==> config.mk <==
export PLATFORM = sky130hd
export DESIGN_NAME = mem_port_arbiter
export DESIGN_NICKNAME = d
export VERILOG_FILES = /design/src/rtl/mem_port_arbiter.sv
export SDC_FILE = /design/constraint.sdc
export NUM_CORES = 1
export LEC_CHECK = 0
export CAP_MARGIN = 20
export CORE_ASPECT_RATIO = 1.1
export CORE_UTILIZATION = 42
export CTS_BUF_LIST = sky130_fd_sc_hd__clkbuf_16
export DETAILED_ROUTE_END_ITERATION = 6
export MAX_ROUTING_LAYER = met4
export PLACE_DENSITY_LB_ADDON = 0.08
export SLEW_MARGIN = 0
export SYNTH_ARGS = -nofsm -noshare
export SYNTH_HDL_FRONTEND = slang
export SYNTH_SLANG_ARGS = --single-unit
==> constraint.sdc <==
create_clock -name clk -period 6.11 [get_ports clk]
set_input_delay 1.833 -clock clk [delete_from_list [all_inputs] [get_ports clk]]
set_output_delay 1.833 -clock clk [all_outputs]
set_load 0.03 [all_outputs]
==> src/rtl/mem_port_arbiter.sv <==
// Shares one fixed-latency, single-port RAM between instruction fetch and the
// data-memory stage, sequencing each access and freezing the pipeline meanwhile.
module mem_port_arbiter #(
  parameter int ADDR_W  = 32,
  parameter int DATA_W  = 32,
  parameter int MEM_LAT = 2
) (
  input  logic              clk,
  input  logic              reset,
  input  logic              if_req,
  input  logic [ADDR_W-1:0] if_addr,
  input  logic              if_cancel,
  output logic [DATA_W-1:0] if_rdata,
  output logic              if_ready,
  input  logic              mem_rd,
  input  logic              mem_wr,
  input  logic [ADDR_W-1:0] mem_addr,
  input  logic [DATA_W-1:0] mem_wdata,
  output logic [DATA_W-1:0] mem_rdata,
  output logic              mem_ready,
  output logic              stall_if,
  output logic              stall_mem,
  output logic              ram_en,
  output logic              ram_we,
  output logic [ADDR_W-1:0] ram_addr,
  output logic [DATA_W-1:0] ram_wdata,
  input  logic [DATA_W-1:0] ram_rdata
);

  typedef enum logic [1:0] {
    IDLE = 2'd0,
    CMD  = 2'd1,
    WAIT = 2'd2,
    RESP = 2'd3
  } state_t;

  localparam logic [3:0] LAT_INIT = 4'(MEM_LAT);

  state_t     state_r;
  state_t     nextState_s;
  logic [3:0] cnt_r;
  logic       ownerMem_r;
  logic       lastGrantMem_r;
  logic       isWrite_r;
  logic       cancel_r;
  logic       memReq_s;
  logic       grantMem_s;
  logic       cancelHit_s;
  logic       lastWait_s;

  assign memReq_s    = mem_rd | mem_wr;
  assign lastWait_s  = (state_r == WAIT) && (cnt_r == 4'd1);
  assign cancelHit_s = if_cancel & ~ownerMem_r & (state_r != IDLE);

  assign stall_mem = memReq_s & ~mem_ready;
  assign stall_if  = (if_req & ~if_ready) | stall_mem;

  // Grant selection: a lone requester wins; on contention the port not granted last wins.
  always_comb begin
    grantMem_s = 1'b0;
    if (memReq_s && if_req) begin
      grantMem_s = ~lastGrantMem_r;
    end else if (memReq_s) begin
      grantMem_s = 1'b1;
    end else begin
      grantMem_s = 1'b0;
    end
  end

  // Next-state logic of the transaction sequencer.
  always_comb begin
    nextState_s = state_r;
    case (state_r)
      IDLE: begin
        if (if_req || memReq_s) begin
          nextState_s = CMD;
        end else begin
          nextState_s = IDLE;
        end
      end
      CMD:  nextState_s = WAIT;
      WAIT: begin
        if (cnt_r == 4'd1) begin
          nextState_s = RESP;
        end else begin
          nextState_s = WAIT;
        end
      end
      RESP:    nextState_s = IDLE;
      default: nextState_s = IDLE;
    endcase
  end

  // Sequencer state register.
  always_ff @(posedge clk or posedge reset) begin
    if (reset) begin
      state_r <= IDLE;
    end else begin
      state_r <= nextState_s;
    end
  end

  // Grant bookkeeping, latency counter, cancel flag and the registered RAM command.
  always_ff @(posedge clk or posedge reset) begin
    if (reset) begin
      cnt_r          <= 4'd0;
      ownerMem_r     <= 1'b0;
      lastGrantMem_r <= 1'b0;
      isWrite_r      <= 1'b0;
      cancel_r       <= 1'b0;
      ram_en         <= 1'b0;
      ram_we         <= 1'b0;
      ram_addr       <= {ADDR_W{1'b0}};
      ram_wdata      <= {DATA_W{1'b0}};
    end else begin
      case (state_r)
        IDLE: begin
          if (nextState_s == CMD) begin
            ownerMem_r     <= grantMem_s;
            lastGrantMem_r <= grantMem_s;
            isWrite_r      <= grantMem_s & mem_wr;
            ram_en         <= 1'b1;
            ram_we         <= grantMem_s & mem_wr;
            ram_addr       <= grantMem_s ? mem_addr : if_addr;
            ram_wdata      <= grantMem_s ? mem_wdata : {DATA_W{1'b0}};
          end
        end
        CMD: begin
          ram_en <= 1'b0;
          ram_we <= 1'b0;
          cnt_r  <= LAT_INIT;
          if (cancelHit_s) cancel_r <= 1'b1;
        end
        WAIT: begin
          cnt_r <= cnt_r - 4'd1;
          if (cancelHit_s) cancel_r <= 1'b1;
        end
        RESP:    cancel_r <= 1'b0;
        default: cancel_r <= 1'b0;
      endcase
    end
  end

  // Response capture; a cancel seen up to the capture edge drops the fetch result.
  always_ff @(posedge clk or posedge reset) begin
    if (reset) begin
      if_ready  <= 1'b0;
      mem_ready <= 1'b0;
      if_rdata  <= {DATA_W{1'b0}};
      mem_rdata <= {DATA_W{1'b0}};
    end else begin
      if_ready  <= 1'b0;
      mem_ready <= 1'b0;
      if (lastWait_s) begin
        if (ownerMem_r) begin
          mem_ready <= 1'b1;
          if (!isWrite_r) mem_rdata <= ram_rdata;
        end else if (!(cancel_r || if_cancel)) begin
          if_ready <= 1'b1;
          if_rdata <= ram_rdata;
        end
      end
    end
  end

endmodule

==> results.md <==
- In the global route stage, met1 resource usage came out at 23.8%.
- The layout overhead on the synthesized area is 57.2%.
- Counting along the longest clock path gives a buffer depth of 2.
- The register bit total from synthesis is 141.
- The number of antenna violations at the first check in global routing is 0.
- In this run the worst path has a maximum fanout of 4.
- The data required time of the worst path is 4.28 ns.
- The number of resized instances in the post-cts repair step is 0.
- The initial standard-cell utilization of the core is 43.6%.
- Routability-driven placement finished with a final weighted congestion of 0.803.
- The floorplan has 44 rows.
- The worst setup path is launched from an input port.
- The number of global-route vias before repair is 4758.
- Synthesis handed over a netlist of 481 instances.
- Buffers added to address setup during post-CTS repair amount to 0.
- The standby leakage power is 0.00414 uW.
- The multi-input combinational cells in the finished layout cover a total of 0.00207 sq mm.
- The area of the die is 0.0143 sq mm.
- The accumulated negative setup slack is 0 ns.
- The number of nets handed over by synthesis was 622.
- The finished cells cover 0.00912 sq mm.
- The length of the first detailed-routing pass in iterations is 4.
- The maximum number of pins on one net before global-route repair is 118.
- The number of H-tree levels is 4.
- The tool flagged a number of max-cap violations equal to 0.
- The tightest hold path in the finished design has a slack of 0.476 ns.
- The number of clock buffers inserted by TritonCTS is 17.
- The ratio of final minimum period to clock period is 85.2%.
- The number of buffers inserted by hold repair at cts is 0.
- Pin placement for this block handled 268 I/O pins.
- The met2 capacity usage during global routing is 35.8%.
- The fraction of synthesized cell area taken by the top area cell type is 60.8%.
- The post-synth design cell area is 0.00580 sq mm.
- In the final layout, the share of cells above drive strength 1 is 13.0%.
- The worst min-delay path category is reg2reg.
- The highest ir drop seen on vdd is 0.296 mV.
- The library cell with the largest summed area after synthesis is dfrtp_1.
- Using the TritonRoute via totals, the vias-per-cell ratio works out to 4.80.
- STA classifies the critical path endpoint as a primary output.
- In this run the most used layer during global routing was met2.
- The die height is 125 um.
- The worst max-slew margin expressed relative to the limit is 50.1%.
- The DRC violation total after the first TritonRoute iteration is 218.
- After global routing the overflow that remains totals 0.
- The flow ran to the end, and the final reports show no timing, DRC or antenna violations.
- The number of clock sinks is 141.
- The transition time at the pin with the least slew margin is 0.748 ns.
- In this run the cell area measured after placement is 0.00863 sq mm.
- The final clock skew is 0.00909 ns.
- The max-slew violation total from the final report is 0.
- The met3 track utilization from global routing is 7.03%.
- The clock latency of the later-clocked register in the worst-skew pair is 0.41 ns.
- The number of warnings printed during yosys synthesis is 0.
- Leaving out fill and tap cells, the most frequent cells in the layout are clkdlybuf4s50_1, dfrtp_1, nand2_1.
- The filler cells instantiated in the layout total 1053.
- The average routed wire per standard cell is 15.4 um.
- The detailed-placement wirelength estimate is 10600 um.
- The share of the Yosys chip area taken by registers is 60.8%.
- The count of nets left with antenna violations once routing finished came out at 0.
- The number of different library cells used by synthesis comes to 30.
- The first-pass GRT wire length is 23200 um.
- The total core area is 0.0133 sq mm.
- The final period demand of the worst path is 5.21 ns.
- The design draws 4510 uW.
- Setup repair after global routing left no endpoint under its margin.
- The count of antenna diodes in the layout is 0.
- Port buffering added 267 buffers.
- The clock tree from TritonCTS is yes.
- Measured along the x axis, the die boundary spans 114 um.
- At the worst endpoint, the arrival time is 3.37 ns.
- Registers take 0.00353 sq mm.
- Power spread over the standard cell area amounts to 494 mW/mm^2.
- Setup violations remaining at the end of the flow were counted as 0.
- Counting flops with a built-in enable in the synthesized netlist gives 0.
- The leading cell type in the layout, fill and taps excluded is clkdlybuf4s50_1.
- The routed layout has 4507 vias.
- The final number of hold-violating endpoints was 0.
- The root buffer selected by CTS is clkbuf_16.
- The kind of critical path is in2out.
- The layout net count is 889.
- For this run, design rule violations remaining after detail routing come to 0.
- The most used flip-flop cell after synthesis is dfrtp_1.
- The global-route total usage across every layer is 21.7%.
- The final layout contains routed wiring with a total length of 14500 um.
- For this run, the top clock speed supported by timing is 192 MHz.
- Sorting the synthesized cells by area gives the leading types as dfrtp_1, mux2_2, nand2_1, mux2i_1, o21ai_0.
- Averaged over all synthesized cells, the footprint is 12.1 sq um.
- The share of flip-flops with an asynchronous set or reset after synthesis is 100%.
- After clock tree synthesis, the clock-pin slew on the worst setup and hold paths is 0.05 ns.
## cells in the mapped netlist, types with 2 or more instances
cell type,instances
o21ai_0,61
nor2_1,4
buf_6,9
o21ai_1,8
clkbuf_1,8
a21oi_1,3
mux2i_1,34
buf_2,8
ha_1,7
inv_1,12
nor3_1,2
dfrtp_1,141
mux2_2,64
nand2_1,102
nand3_1,2
clkbuf_2,2
## layer usage
layer | part of all wire [%] | routed length [um]
met1 | 39 | 5710
met2 | 50 | 7180
met3 | 8.2 | 1190
met4 | 2.8 | 400
met5 | 0 | 0
## metrics by stage
stage          util [%]  worst slack (ns)  cells
3_3_place_gp       64.6             0.907    911
4_1_cts            68.3             0.891    938
2_1_floorplan         -             0.496    481
6_report           68.5             0.905    939
5_1_grt            68.5             0.833    939
3_5_place_dp       64.8             0.891    912
## kinds of logic (layout without fill, tap and decap cells)
kind of cell    after synthesis  after routing  synth area share [%]
mux                          99             99                  18.5
simple gates                115            115                  7.98
buf+inv                      40            314                  3.97
fa+ha+maj                     7              7                  1.51
compound gates               79             79                  7.22
flops                       141            141                  60.8
## layout make-up
| type | instances | share of cell area [%] |
|---|---|---|
| flip-flops and latches | 141 | 38.7 |
| repair buffers | 276 | 30.5 |
| multi-input cells | 300 | 22.7 |
| clock buffers | 17 | 4.66 |
| well taps | 184 | 2.52 |
| inverters | 12 | 0.549 |
| clock inverters | 9 | 0.439 |
## state kept, by name (all words and copies together), names as in the netlist
name / flops
ram_wdata: 32
cancel_r: 1
mem_ready: 1
if_rdata: 32
ram_en: 1
if_ready: 1
mem_rdata: 32
isWrite_r: 1
state_r: 2
ram_addr: 32
cnt_r: 4
ram_we: 1
lastGrantMem_r: 1
## final timing paths
check / startpoint / end / slack (ns) / cells after the start
max: if_req / stall_if / 0.90 / 4
min: ram_wdata[16]$_DFFE_PP0P_ / ram_wdata[16]$_DFFE_PP0P_ / 0.48 / 2
max reg2reg: state_r[0]$_DFF_PP0_ / ram_wdata[19]$_DFFE_PP0P_ / 3.46 / 7
min reg2reg: ram_wdata[16]$_DFFE_PP0P_ / ram_wdata[16]$_DFFE_PP0P_ / 0.48 / 2
max in group asynchronous: reset / ram_wdata[8]$_DFFE_PP0P_ / 3.33 / 4
min in group asynchronous: reset / if_rdata[24]$_DFFE_PP0P_ / 1.72 / 2
## worst max-delay path, stage by stage
cell             delay (ns)
clkdlybuf4s50_1        0.57
inv_1                  0.07
o22ai_1                0.18
clkdlybuf4s50_1        0.72
## report_power, final
part	total, uW	switching (uW)	internal [uW]
Sequential	1510	204	1300
Combinational	2170	1240	930
Clock	832	340	492
Total	4510	1790	2730
(Power assumes the default switching activity.)
